<file path="src/rtl/shm_client.sv">
// shm_client: single-outstanding processor command client for a paged shared memory
module shm_client #(
    parameter int WORD_SIZE = 16,
    parameter int SIZE = 16,
    parameter int PAGE_SIZE = 4,
    parameter int RD_LAT = 2,
    parameter int TIMEOUT = 255,
    localparam int PAGES_COUNT = SIZE - PAGE_SIZE
) (
    input  logic                   clock,
    input  logic                   reset_n,
    input  logic                   cmd_valid,
    output logic                   cmd_ready,
    input  logic [1:0]             cmd_action,
    input  logic [PAGES_COUNT-1:0] cmd_ptr,
    input  logic [SIZE-1:0]        cmd_shift,
    input  logic [WORD_SIZE-1:0]   cmd_data,
    output logic                   rsp_valid,
    input  logic                   rsp_ready,
    output logic [WORD_SIZE-1:0]   rsp_data,
    output logic                   rsp_err,
    output logic                   shm_req,
    input  logic                   shm_gnt,
    output logic [1:0]             shm_action,
    output logic [PAGES_COUNT-1:0] shm_ptr,
    output logic [SIZE-1:0]        shm_shift,
    output logic [WORD_SIZE-1:0]   shm_data_in,
    input  logic [WORD_SIZE-1:0]   shm_data_out
);
    typedef enum logic [1:0] {IDLE, REQ, WAIT, RESP} state_t;
    localparam logic [1:0] A_READ = 2'd0;
    localparam logic [1:0] A_ALLOC = 2'd2;
    state_t                   state, state_nx;
    logic [1:0]               act_nx;
    logic [PAGES_COUNT-1:0]   ptr_nx;
    logic [SIZE-1:0]          shift_nx;
    logic [WORD_SIZE-1:0]     din_nx, rdata_nx;
    logic                     rerr_nx;
    logic [3:0]               lat_cnt, lat_nx;
    logic [7:0]               to_cnt, to_nx;
    logic                     bad_shift, is_rd;
    assign cmd_ready = state == IDLE;
    assign rsp_valid = state == RESP;
    assign shm_req   = state == REQ;
    assign bad_shift = cmd_shift[SIZE-1:PAGE_SIZE] != '0;
    assign is_rd     = shm_action == A_READ || shm_action == A_ALLOC;
    // state and datapath registers; request fields only change when a new request is issued
    always_ff @(posedge clock or negedge reset_n) begin
        if (!reset_n) begin
            state       <= IDLE;
            shm_action  <= '0;
            shm_ptr     <= '0;
            shm_shift   <= '0;
            shm_data_in <= '0;
            rsp_data    <= '0;
            rsp_err     <= 1'b0;
            lat_cnt     <= '0;
            to_cnt      <= '0;
        end else begin
            state       <= state_nx;
            shm_action  <= act_nx;
            shm_ptr     <= ptr_nx;
            shm_shift   <= shift_nx;
            shm_data_in <= din_nx;
            rsp_data    <= rdata_nx;
            rsp_err     <= rerr_nx;
            lat_cnt     <= lat_nx;
            to_cnt      <= to_nx;
        end
    end
    // next-state: accept, arbitrate with grant/timeout (grant wins on expiry), wait read latency, respond
    always_comb begin
        state_nx = state;
        act_nx   = shm_action;
        ptr_nx   = shm_ptr;
        shift_nx = shm_shift;
        din_nx   = shm_data_in;
        rdata_nx = rsp_data;
        rerr_nx  = rsp_err;
        lat_nx   = lat_cnt;
        to_nx    = to_cnt;
        case (state)
            IDLE: if (cmd_valid) begin
                if (bad_shift) begin
                    state_nx = RESP;
                    rdata_nx = '0;
                    rerr_nx  = 1'b1;
                end else begin
                    state_nx = REQ;
                    act_nx   = cmd_action;
                    ptr_nx   = cmd_ptr;
                    shift_nx = cmd_shift;
                    din_nx   = cmd_data;
                    to_nx    = '0;
                end
            end
            REQ: if (shm_gnt) begin
                state_nx = is_rd ? WAIT : RESP;
                lat_nx   = 4'(RD_LAT);
                rdata_nx = '0;
                rerr_nx  = 1'b0;
            end else if (to_cnt == 8'(TIMEOUT - 1)) begin
                state_nx = RESP;
                rdata_nx = '0;
                rerr_nx  = 1'b1;
                to_nx    = '0;
            end else begin
                to_nx = to_cnt + 8'd1;
            end
            WAIT: begin
                lat_nx = lat_cnt - 4'd1;
                if (lat_cnt == 4'd1) begin
                    state_nx = RESP;
                    rerr_nx  = 1'b0;
                    rdata_nx = shm_action == A_ALLOC ? WORD_SIZE'(shm_data_out[PAGES_COUNT-1:0]) : shm_data_out;
                end
            end
            RESP: if (rsp_ready) state_nx = IDLE;
            default: state_nx = IDLE;
        endcase
    end
endmodule

</file>
<file path="config.mk">
export PLATFORM = sky130hd
export DESIGN_NAME = shm_client
export DESIGN_NICKNAME = d
export VERILOG_FILES = /design/src/rtl/shm_client.sv
export SDC_FILE = /design/constraint.sdc
export NUM_CORES = 1
export LEC_CHECK = 0
export CORE_ASPECT_RATIO = 0.6
export CORE_MARGIN = 2
export CORE_UTILIZATION = 40
export CTS_CLUSTER_SIZE = 25
export DETAILED_ROUTE_END_ITERATION = 6
export GPL_TIMING_DRIVEN = 0
export HOLD_SLACK_MARGIN = 0.08
export MAX_ROUTING_LAYER = met4
export PLACE_DENSITY = 0.79
export SYNTH_ARGS = -nofsm -noshare
export SYNTH_HDL_FRONTEND = slang
export SYNTH_SLANG_ARGS = --single-unit
export TNS_END_PERCENT = 1
</file>
<file path="constraint.sdc">
create_clock -name clock -period 2 [get_ports clock]
set_clock_uncertainty 0.05 [all_clocks]
set_input_delay 0.4 -clock clock [delete_from_list [all_inputs] [get_ports clock]]
set_output_delay 0.4 -clock clock [all_outputs]
set_load 0.01 [all_outputs]
</file>
# Word level (Yosys, flattened, before mapping)
# Index checks and enable logic that the tools add are counted.
# op_classes
n_addsub	2
n_mul	0
n_div	0
magnitude_cmp	0
eq_ne	14
shift	0
mux	28
n_bitwise	1
n_reduce_logical	12
# op_table
operator	n
$mux W16	6
$pmux W16 S3	1
$mux W8	4
$pmux W8 S2	1
$mux W2	6
$reduce_bool A12 Y1	1
$add A8 B1 Y8 const B	1
$eq A8 B8 Y1 const B	1
$ne A2 B2 Y1 const B	4
$pmux W2 S4	1
$pmux W4 S2	1
$reduce_and A4 Y1	2
$eq A2 B2 Y1 const B	3
$mux W1	6
$ne A2 B1 Y1 const B	3
$reduce_and A5 Y1	1
$eq A4 B1 Y1 const B	1
$logic_not A2 Y1	2
$mux W4	1
$reduce_bool A2 Y1	2
$sub A4 B1 Y4 const B	1
$ne A3 B1 Y1 const B	1
$pmux W1 S3	1
$reduce_and A3 Y1	1
other kinds (5)	5
# word_totals
register_bits	77
latchBits	0
ram_bits	0
mem_bits_ro	0
word_cells	66
mem_count	0

# Longest topological paths before layout
# Gate-level depths: netlist (run 1).
# logic_depth
ltp_word	5
mapped_depth	9
mapped_depth_nobuf	6

# Worst setup path before layout (run 1)
# No wires, ideal clock.
# synth_path
path_kind	register to register
start	register state[0]
end	register shm_data_in[10]
arrival_time_ns	1.929
required_time_ns	1.825
path_slack_ns	-0.104
path_stages_with_launch	8
path_buffers	2
synth_period_minus_slack_ns	2.104
cell_sequence	dfrtp_1 > inv_1 > ha_1 > and3b_1 > and4_1 > buf_4 > buf_4 > mux2_2
# synth_via
elab_chain_len	2
# synth_rtl
item	line_no	rtl
start, declared	33	state_t state, state_nx;
start signal, assigned	60	state <= state_nx;
$logic_not A2 Y1	--	
via cmd_ready	13	output logic cmd_ready,
$reduce_and A3 Y1 (no line)	--	
end signal, assigned	64	shm_data_in <= din_nx;
end, declared	27	output logic [WORD_SIZE-1:0] shm_data_in,
# The timed path passes the listed nets, and every way through them passes these cells.
# A chain may end at the register's enable or synchronous reset.

# Worst setup path in the final report (run 1)
# layout_path
start	register state[0]
end	register to_cnt[3]
# layout_via
elab_chain_len	3
word_cells_on_any_way	8
# layout_rtl
item	line_no	rtl
$eq A2 B1 Y1 / $logic_not A2 Y1 (equally long branches)	82	case (state)
$ne A2 B2 Y1 (no line) / $reduce_bool A2 Y1 (equally long branches)	--	
$reduce_and A4 Y1 (no line)	--	
end signal, assigned	68	to_cnt <= to_nx;
end, declared	40	logic [7:0] to_cnt, to_nx;
# Parallel ways exist; a longest one is shown, timed or not.

==> PnR_summary.wiki, run 1 <==
{| class="wikitable"
! Metric !! Value
|-
| Run status || complete, no violations
|-
| DRC violation count after routing || 0
|-
| Path category of the worst min-delay check || input port to asynchronous set/reset pin
|-
| Worst Path Buf+Inv || 3
|-
| Internal power consumption || between 0.003 and 0.004 W
|-
| Crit-path cells || inv_4, ha_4, and3b_2, and4_1, buf_6, buf_8, o221ai_1, a22o_1
|-
| Antenna violation net count after detailed routing || 0
|-
| Tmin final || between 1.5 and 2 ns
|-
| End-of-flow core utilization || 0.6398
|-
| Cell with the biggest individual delay on the critical path || sky130_fd_sc_hd__dfrtp_2
|-
| Largest fanout on the critical path || 7
|-
| Relative slew margins || 0.6942
|-
| CTS buffer count || 9
|-
| Power density relative to cell area || slightly below 1000 nW/um2
|-
| Worst supply voltage drop on vdd || about 0.50 mV
|-
| Share of total power consumed by net switching || 0.3211
|-
| Antenna diode count || 0
|-
| Synth-to-layout area growth || 55.48%
|-
| Total number of clock tree sinks || 77
|-
| Number of synthesis warnings || 0
|-
| Root buffer selected by CTS || sky130_fd_sc_hd__clkbuf_16
|-
| Cells after Synth || 286
|-
| LEAKAGE || 2.539 nW
|-
| Routed vias || 2705
|-
| Dominant cell type by area after synthesis || sky130_fd_sc_hd__dfrtp_1
|-
| Setup slack at placement || -0.4265 ns
|-
| Clock latency on the worst-skew pair || 0.33 ns
|-
| Type of element capturing the critical path || flop
|-
| RSZ-0062 raised after global routing || yes
|-
| Width of the chip || around 120 um
|-
| Synth cell types || 40
|-
| Clock tree from TritonCTS || yes
|-
| Wirelength, routed || 8.880 mm
|-
| Nature of the critical path startpoint || flop
|-
| Antenna violations before repair || 0
|-
| Die Span Y || 76.53 um
|-
| Gpl congestion || 0.8427
|-
| IO Count || approximately 130
|-
| Critical path start-end classification || flop to flop
|-
| Worst path arrival time || ~2.1 ns
|-
| Num rows || 26
|-
| Minimum setup slack in the final design || 0.03646 ns
|-
| Reg clk slew, reported paths || 0.06 ns
|-
| Depth of the CTS H-tree || 3
|-
| Final #Nets || 514
|-
| Top-area cell type share of the netlist area || 0.5494
|-
| Port Buffers || 132
|-
| Vias per std cell || ~5
|-
| Number of max-slew violations in the final report || 0
|-
| Total Die Area || 9557 um2
|-
| Portion of the post-synthesis area used by sequential elements || 0.5494
|-
| Data required, critical path || 2.17 ns
|-
| Layout cells sized above 1 || 0.1896
|-
| Largest net degree at the start of global routing || 63
|-
| Total iterations of the first detailed-routing run || 4
|-
| Period utilisation layout || 0.9818
|-
| Count of final setup violators || 0
|-
| Worst hold-check slack || about 0.43 ns
|-
| Post-Synthesis Cell Area || 3507 um2
|-
| Logic gate share of total power || 0.374
|-
| Highest Clock Rate || 509.3 MHz
|-
| Number of flip-flops and latches in the synthesized netlist || 77
|-
| Global route total overflow || 0
|-
| Global Route Usage Sum || 0.2004
|-
| Share of total power in sequential cells || 0.350
|-
| Effective utilization at floorplan || 0.4115
|-
| Largest buffer count on any clock path || 2
|-
| Slew at the pin closest to its max-slew limit || around 0.46 ns
|-
| Floorplan core area || 8523 um2
|-
| Syn Area/Cell || between 10 and 15 um2
|-
| Largest stage delay on the critical path || 0.46 ns
|-
| Via count of the first global-routing pass || 2846
|-
| Post-Synthesis Net Count || 362
|-
| Average detailed-routed wire length per instance || 16.00 um
|-
| Wire length of the first global-routing pass || 14.58 mm
|-
| Net Switching || between 0.0015 and 0.002 W
|-
| Share of power burned in the clock network || 0.276
|-
| Half-perimeter wire length of the detailed placement result || 6.310 mm
|-
| Final Hold Viols || 0
|-
| Family with the most delay on the worst path || flip-flops
|-
| Top post-synthesis cells by area || sky130_fd_sc_hd__dfrtp_1 55%, sky130_fd_sc_hd__mux2_2 11%, sky130_fd_sc_hd__mux2i_1 5.1%
|-
| Max Cap Viol || 0
|-
| First-iteration detailed-routing DRC count || just over 100
|}
## placed cells by master, fill, tap and decap left out, types with 8 or more instances in the layout
| cell | synthesis | layout |
|---|---|---|
| sky130_fd_sc_hd__mux2_2 | 34 | 34 |
| sky130_fd_sc_hd__and2_1 | 14 | 14 |
| sky130_fd_sc_hd__clkbuf_16 | 0 | 10 |
| sky130_fd_sc_hd__buf_4 | 5 | 8 |
| sky130_fd_sc_hd__ha_1 | 9 | 8 |
| sky130_fd_sc_hd__nand2_1 | 23 | 23 |
| sky130_fd_sc_hd__o21ai_0 | 9 | 9 |
| sky130_fd_sc_hd__clkdlybuf4s50_1 | 0 | 125 |
| sky130_fd_sc_hd__mux2i_1 | 18 | 18 |
| sky130_fd_sc_hd__inv_1 | 26 | 24 |
| sky130_fd_sc_hd__dfrtp_1 | 77 | 75 |
## logic make-up after synthesis
logic type,Yosys count,share of synthesized area
AO/OA/AOI/OAI,33,0.07456
buffers and inverters,38,0.05030
flip-flops,77,0.5494
adder cells (fa/ha/maj),9,0.03211
AND/OR/NAND/NOR,76,0.1299
multiplexers,53,0.1638
## worst reg2reg max path, stage by stage, from the launching register on
cell                       delay [ns]
sky130_fd_sc_hd__dfrtp_2         0.46
sky130_fd_sc_hd__inv_4           0.10
sky130_fd_sc_hd__ha_4            0.15
sky130_fd_sc_hd__and3b_2         0.21
sky130_fd_sc_hd__and4_1          0.19
sky130_fd_sc_hd__buf_6           0.17
sky130_fd_sc_hd__buf_8           0.14
sky130_fd_sc_hd__o221ai_1        0.13
sky130_fd_sc_hd__a22o_1          0.26
## per-layer routing
metal	wire length, um	global-route usage
met1	3927	0.2495
met2	3915	0.3005
met3	936	0.08848
met4	102	0.05333
met5	0	-
## sequential cells by signal, indices dropped and copies added (netlist names)
register,cells
rsp_data,16
shm_data_in,16
shm_shift,16
shm_ptr,12
to_cnt,8
lat_cnt,4
shm_action,2
state,2
rsp_err,1
## worst paths after layout
path | start | endpoint | slack [ns] | cells after the start
min | reset_n | shm_ptr[5] | 0.43 | 2
max | state[0] | to_cnt[3] | 0.04 | 8
min in group clock | shm_shift[9] | shm_shift[9] | 0.44 | 1
max reg2reg | state[0] | to_cnt[3] | 0.04 | 8
min reg2reg | shm_shift[9] | shm_shift[9] | 0.44 | 1
max in group asynchronous | reset_n | state[0] | 0.89 | 3
## cell type report
class,count,area [um2]
fill,652,3070
timing repair buffer,143,1461
tap,112,140.1
clock buffer,11,232.7
buffer,10,111.4
sequential,77,1929
inverter,26,102.6
clock inverter,5,35.03
multi-input combinational,171,1440
## synthesized netlist by cell type (all sizes together)
cell type / count
nor2b: 6
o221ai: 5
clkbuf: 5
nor3: 4
and4: 1
and2: 14
nand3: 2
a2111oi: 1
a31oi: 2
a21oi: 1
a21boi: 1
and2b: 1
and3b: 1
nand4: 4
nand2b: 4
o21ai: 11
buf: 7
nand4b: 1
and4b: 1
a22o: 6
and3: 5
a32oi: 1
o211ai: 2
o21bai: 1
nor4: 2
mux2i: 18
ha: 9
a21o: 1
or3b: 1
inv: 26
nor2: 6
nand2: 23
mux2: 35
dfrtp: 77
a311oi: 1
## power by group through the flow
stage | Combinational (W) | Sequential, W | Clock (W)
2_1_floorplan | 0.00107 | 0.00191 | 0
3_3_place_gp | 0.00171 | 0.00188 | 0
3_5_place_dp | 0.00177 | 0.00189 | 0
4_1_cts | 0.00183 | 0.00187 | 0.00152
5_1_grt | 0.00219 | 0.00192 | 0.00160
6_report | 0.00201 | 0.00188 | 0.00149
## timing repair
action                                  CTS  global route
cloned                                    0             1
gates resized for setup                  15            18
endpoints found under the hold margin    15             0
hold buffers                              1             0
endpoints found under the setup margin   60            57
buffers inserted                          0             8
pin swaps                                 4             6
## per-stage QoR
stage | total power, W | area, um2 | instances | TNS (ns)
floorplan | 0.002979 | 3520 | 286 | 0
global placement | 0.003597 | 4981 | 530 | -189.77
detailed placement | 0.003659 | 5006 | 531 | -21.66
CTS | 0.005226 | 5311 | 547 | -1.359
global route | 0.005706 | 5453 | 555 | -0.9042
finish | 0.005382 | 5453 | 555 | 0
No activity file was read; power rests on OpenSTA's default activity.
==> inputs of run 2 (changes only) <==
CORE_UTILIZATION = 55   (was 40)
DONT_BUFFER_PORTS = 1   (was default)
PLACE_DENSITY = 0.75   (was 0.79)
==> run 2 against run 1 <==
  * The flow now finishes with violations (hold timing, setup timing)
  * Critical path depth decreased by 1
  * Core utilization increased by 3.3 points
  * Clock power decreased by 13%
  * Final area decreased by 24%
  * Count of clock-buffer cells in the layout decreased by 2
  * Global-route usage increased by 2.1 points
  * Worst setup slack got worse by 0.095 ns
  * Critical endpoint is now shm_ptr[3]
==> PnR_summary.wiki, run 2 (same netlist as run 1, synthesis figures left out) <==
{| class="wikitable"
! Metric !! Value
|-
| Critical path start-end classification || flop to flop (unchanged)
|-
| Minimum setup slack in the final design || -0.05877 ns (was 0.03646 ns)
|-
| IO Count || 133 (unchanged)
|-
| Post-Layout Inst Area || 4128 um2 (was 5453 um2)
|-
| Share of total power in sequential cells || 0.387 (was 0.350)
|-
| Effective utilization at floorplan || 0.5713 (was 0.4115)
|-
| Internal power consumption || 0.003340 W (was 0.003654 W)
|-
| Global Route Usage Sum || 0.2218 (was 0.2004)
|-
| Width of the chip || 107.1 um (was 124.9 um)
|-
| Largest fanout on the critical path || 10 (was 7)
|-
| Share of power burned in the clock network || 0.261 (was 0.276)
|-
| Wirelength, routed || 7.642 mm (was 8.880 mm)
|-
| Total iterations of the first detailed-routing run || 4 (unchanged)
|-
| Reg clk slew, reported paths || 0.08 ns (was 0.06 ns)
|-
| Routed vias || 2310 (was 2705)
|-
| Worst path arrival time || 2.25 ns (was 2.13 ns)
|-
| Clock latency on the worst-skew pair || 0.35 ns (was 0.33 ns)
|-
| Data required, critical path || 2.19 ns (was 2.17 ns)
|-
| Number of max-slew violations in the final report || 0 (unchanged)
|-
| Cell with the biggest individual delay on the critical path || sky130_fd_sc_hd__dfrtp_2 (unchanged)
|-
| Floorplan core area || 6138 um2 (was 8523 um2)
|-
| Largest buffer count on any clock path || 2 (unchanged)
|-
| Layout cells sized above 1 || 0.2889 (was 0.1896)
|-
| Root buffer selected by CTS || sky130_fd_sc_hd__clkbuf_8 (was sky130_fd_sc_hd__clkbuf_16)
|-
| Final #Nets || 387 (was 514)
|-
| Crit-path cells || inv_2, ha_4, and3b_2, and4_1, buf_6, buf_8, mux2_2 (was inv_4, ha_4, and3b_2, and4_1, buf_6, buf_8, o221ai_1, a22o_1)
|-
| Global route total overflow || 0 (unchanged)
|-
| Slew at the pin closest to its max-slew limit || 0.5120 ns (was 0.4587 ns)
|-
| Placed instance area || 3625 um2 (was 5006 um2)
|-
| Setup TNS Final || -1.389 ns (was 0 ns)
|-
| Logic gate share of total power || 0.351 (was 0.374)
|-
| Violations in the final reports || hold timing, setup timing
|-
| Leading cell types in the layout, fill and taps excluded || 76 x sky130_fd_sc_hd__dfrtp_1, 24 x sky130_fd_sc_hd__inv_1, 23 x sky130_fd_sc_hd__nand2_1 (was 125 x sky130_fd_sc_hd__clkdlybuf4s50_1, 75 x sky130_fd_sc_hd__dfrtp_1, 34 x sky130_fd_sc_hd__mux2_2)
|-
| Vias per std cell || 5.789 (was 4.874)
|-
| Antenna violation net count after detailed routing || 0 (unchanged)
|-
| Half-perimeter wire length of the detailed placement result || 5.116 mm (was 6.310 mm)
|-
| Average detailed-routed wire length per instance || 19.15 um (was 16.00 um)
|-
| Share of total power consumed by net switching || 0.3274 (was 0.3211)
|-
| Highest Clock Rate || 485.7 MHz (was 509.3 MHz)
|-
| Total Power || 0.004966 W (was 0.005382 W)
|-
| Via count of the first global-routing pass || 2326 (was 2846)
|-
| Worst supply voltage drop on vdd || 0.7606 mV (was 0.5041 mV)
|-
| Largest registers in the final layout || rsp_data (16), shm_data_in (16), shm_shift (16) (unchanged)
|-
| Type of element capturing the critical path || flop (unchanged)
|-
| Net Switching || 0.001626 W (was 0.001728 W)
|-
| Final Hold Viols || 77 (was 0)
|-
| End-of-flow core utilization || 0.6724 (was 0.6398)
|-
| Gpl congestion || 0.8578 (was 0.8427)
|-
| Largest net degree at the start of global routing || 78 (was 63)
|-
| Power density relative to cell area || 1203 nW/um2 (was 987.1 nW/um2)
|-
| Max Cap Viol || 0 (unchanged)
|-
| RSZ-0062 raised after global routing || yes (unchanged)
|-
| Largest stage delay on the critical path || 0.46 ns (about the same)
|-
| Count of final setup violators || 41 (was 0)
|-
| Antenna violations before repair || 0 (unchanged)
|-
| Nature of the critical path startpoint || flop (unchanged)
|-
| LEAKAGE || 2.008 nW (was 2.539 nW)
|-
| Antenna diode count || 0 (unchanged)
|-
| Total Die Area || 7052 um2 (was 9557 um2)
|-
| Die Span Y || 65.86 um (was 76.53 um)
|-
| Worst hold-check slack || -0.3096 ns (was 0.4340 ns)
|-
| DRC violation count after routing || 0 (unchanged)
|-
| CTS buffer count || 9 (unchanged)
|-
| Num rows || 22 (was 26)
|-
| Depth of the CTS H-tree || 3 (unchanged)
|-
| Relative slew margins || 0.6560 (was 0.6942)
|-
| Path category of the worst min-delay check || input port to asynchronous set/reset pin (unchanged)
|-
| Tmin final || 2.059 ns (was 1.964 ns)
|-
| Run status || complete, but fails checks (was complete, no violations)
|-
| Number of fillers in the final layout || 485 (was 652)
|-
| Period utilisation layout || 1.029 (was 0.9818)
|-
| Clock tree from TritonCTS || yes (unchanged)
|-
| Total number of clock tree sinks || 77 (unchanged)
|-
| First-iteration detailed-routing DRC count || 95 (was 101)
|-
| Wire length of the first global-routing pass || 11.37 mm (was 14.58 mm)
|-
| Synth-to-layout area growth || 17.70% (was 55.48%)
|-
| Port Buffers || 0 (was 132)
|-
| Most frequent standard cell in the layout excluding fill and tap cells || sky130_fd_sc_hd__dfrtp_1 (was sky130_fd_sc_hd__clkdlybuf4s50_1)
|}
[run 2: changes by cell type in the layout (fill, tap and decap cells not counted), sizes merged]
cell,previous run,this run
clkdlybuf4s50,125,0
buf,18,22
dlymetal6s2s,4,0
bufinv,0,2
clkinv,2,0
dlygate4sd2,2,0
clkbuf,14,13
dlygate4sd3,1,0
inv,28,29
[run 2: layout make-up]
class / instances / area, um2 / share of cell area
Sequential cell: 77 / 1928 / 0.4671
Tap cell: 84 / 105.1 / 0.02546
Clock inverter: 6 / 93.84 / 0.02273
Buffer: 11 / 126.4 / 0.03062
Inverter: 26 / 97.59 / 0.02364
Timing Repair Buffer: 15 / 140.1 / 0.03395
Clock buffer: 9 / 123.9 / 0.03001
Multi-Input combinational cell: 171 / 1513 / 0.3665
[run 2: final timing paths]
check	from	end	slack (ns)	depth (start not counted)
worst min register to register	lat_cnt[3]	lat_cnt[3]	0.50	2
min in group clock	shm_data_out[4]	rsp_data[4]	0.13	2
worst max-delay path	state[0]	shm_ptr[3]	-0.06	7
max in group asynchronous	reset_n	rsp_err	2.09	0
worst min-delay path	reset_n	state[0]	-0.31	0
worst max register to register	state[0]	shm_ptr[3]	-0.06	7
[run 2: worst max-delay path: cells and delay by family, from the launching register on]
family / cells / cell delay [ns]
DFF: 1 / 0.46
buffers and inverters: 3 / 0.45
and+or+nand+nor: 2 / 0.45
muxes: 1 / 0.33
adders and majority gates: 1 / 0.18
[run 2: layer usage]
| layer | track usage | part of all wire |
|---|---|---|
| met1 | 0.2866 | 0.43 |
| met4 | 0.07143 | 0.0097 |
| met3 | 0.07980 | 0.092 |
| met5 | - | 0 |
| met2 | 0.3307 | 0.47 |
[run 2: stage by stage]
stage,std cells,setup WS [ns]
after floorplan,286,0.02655
after global placement,370,-0.2792
after detailed placement,370,-0.3302
after CTS,389,-0.03270
after global routing,399,-0.1326
final,399,-0.05877
[run 2: power by group through the flow]
stage | Sequential [W] | Combinational (W) | Clock (W)
after global routing | 0.00195 | 0.00192 | 0.00139
final | 0.00192 | 0.00174 | 0.00130
after floorplan | 0.00191 | 0.00107 | 0
after CTS | 0.00192 | 0.00143 | 0.00133
after detailed placement | 0.00195 | 0.00131 | 0
after global placement | 0.00194 | 0.00125 | 0
[run 2: timing repair]
action	CTS	global route
endpoints found under the hold margin	77	77
gates cloned	0	1
gates resized for setup	17	27
pin swaps	2	7
endpoints found under the setup margin	59	56
setup buffers	4	10
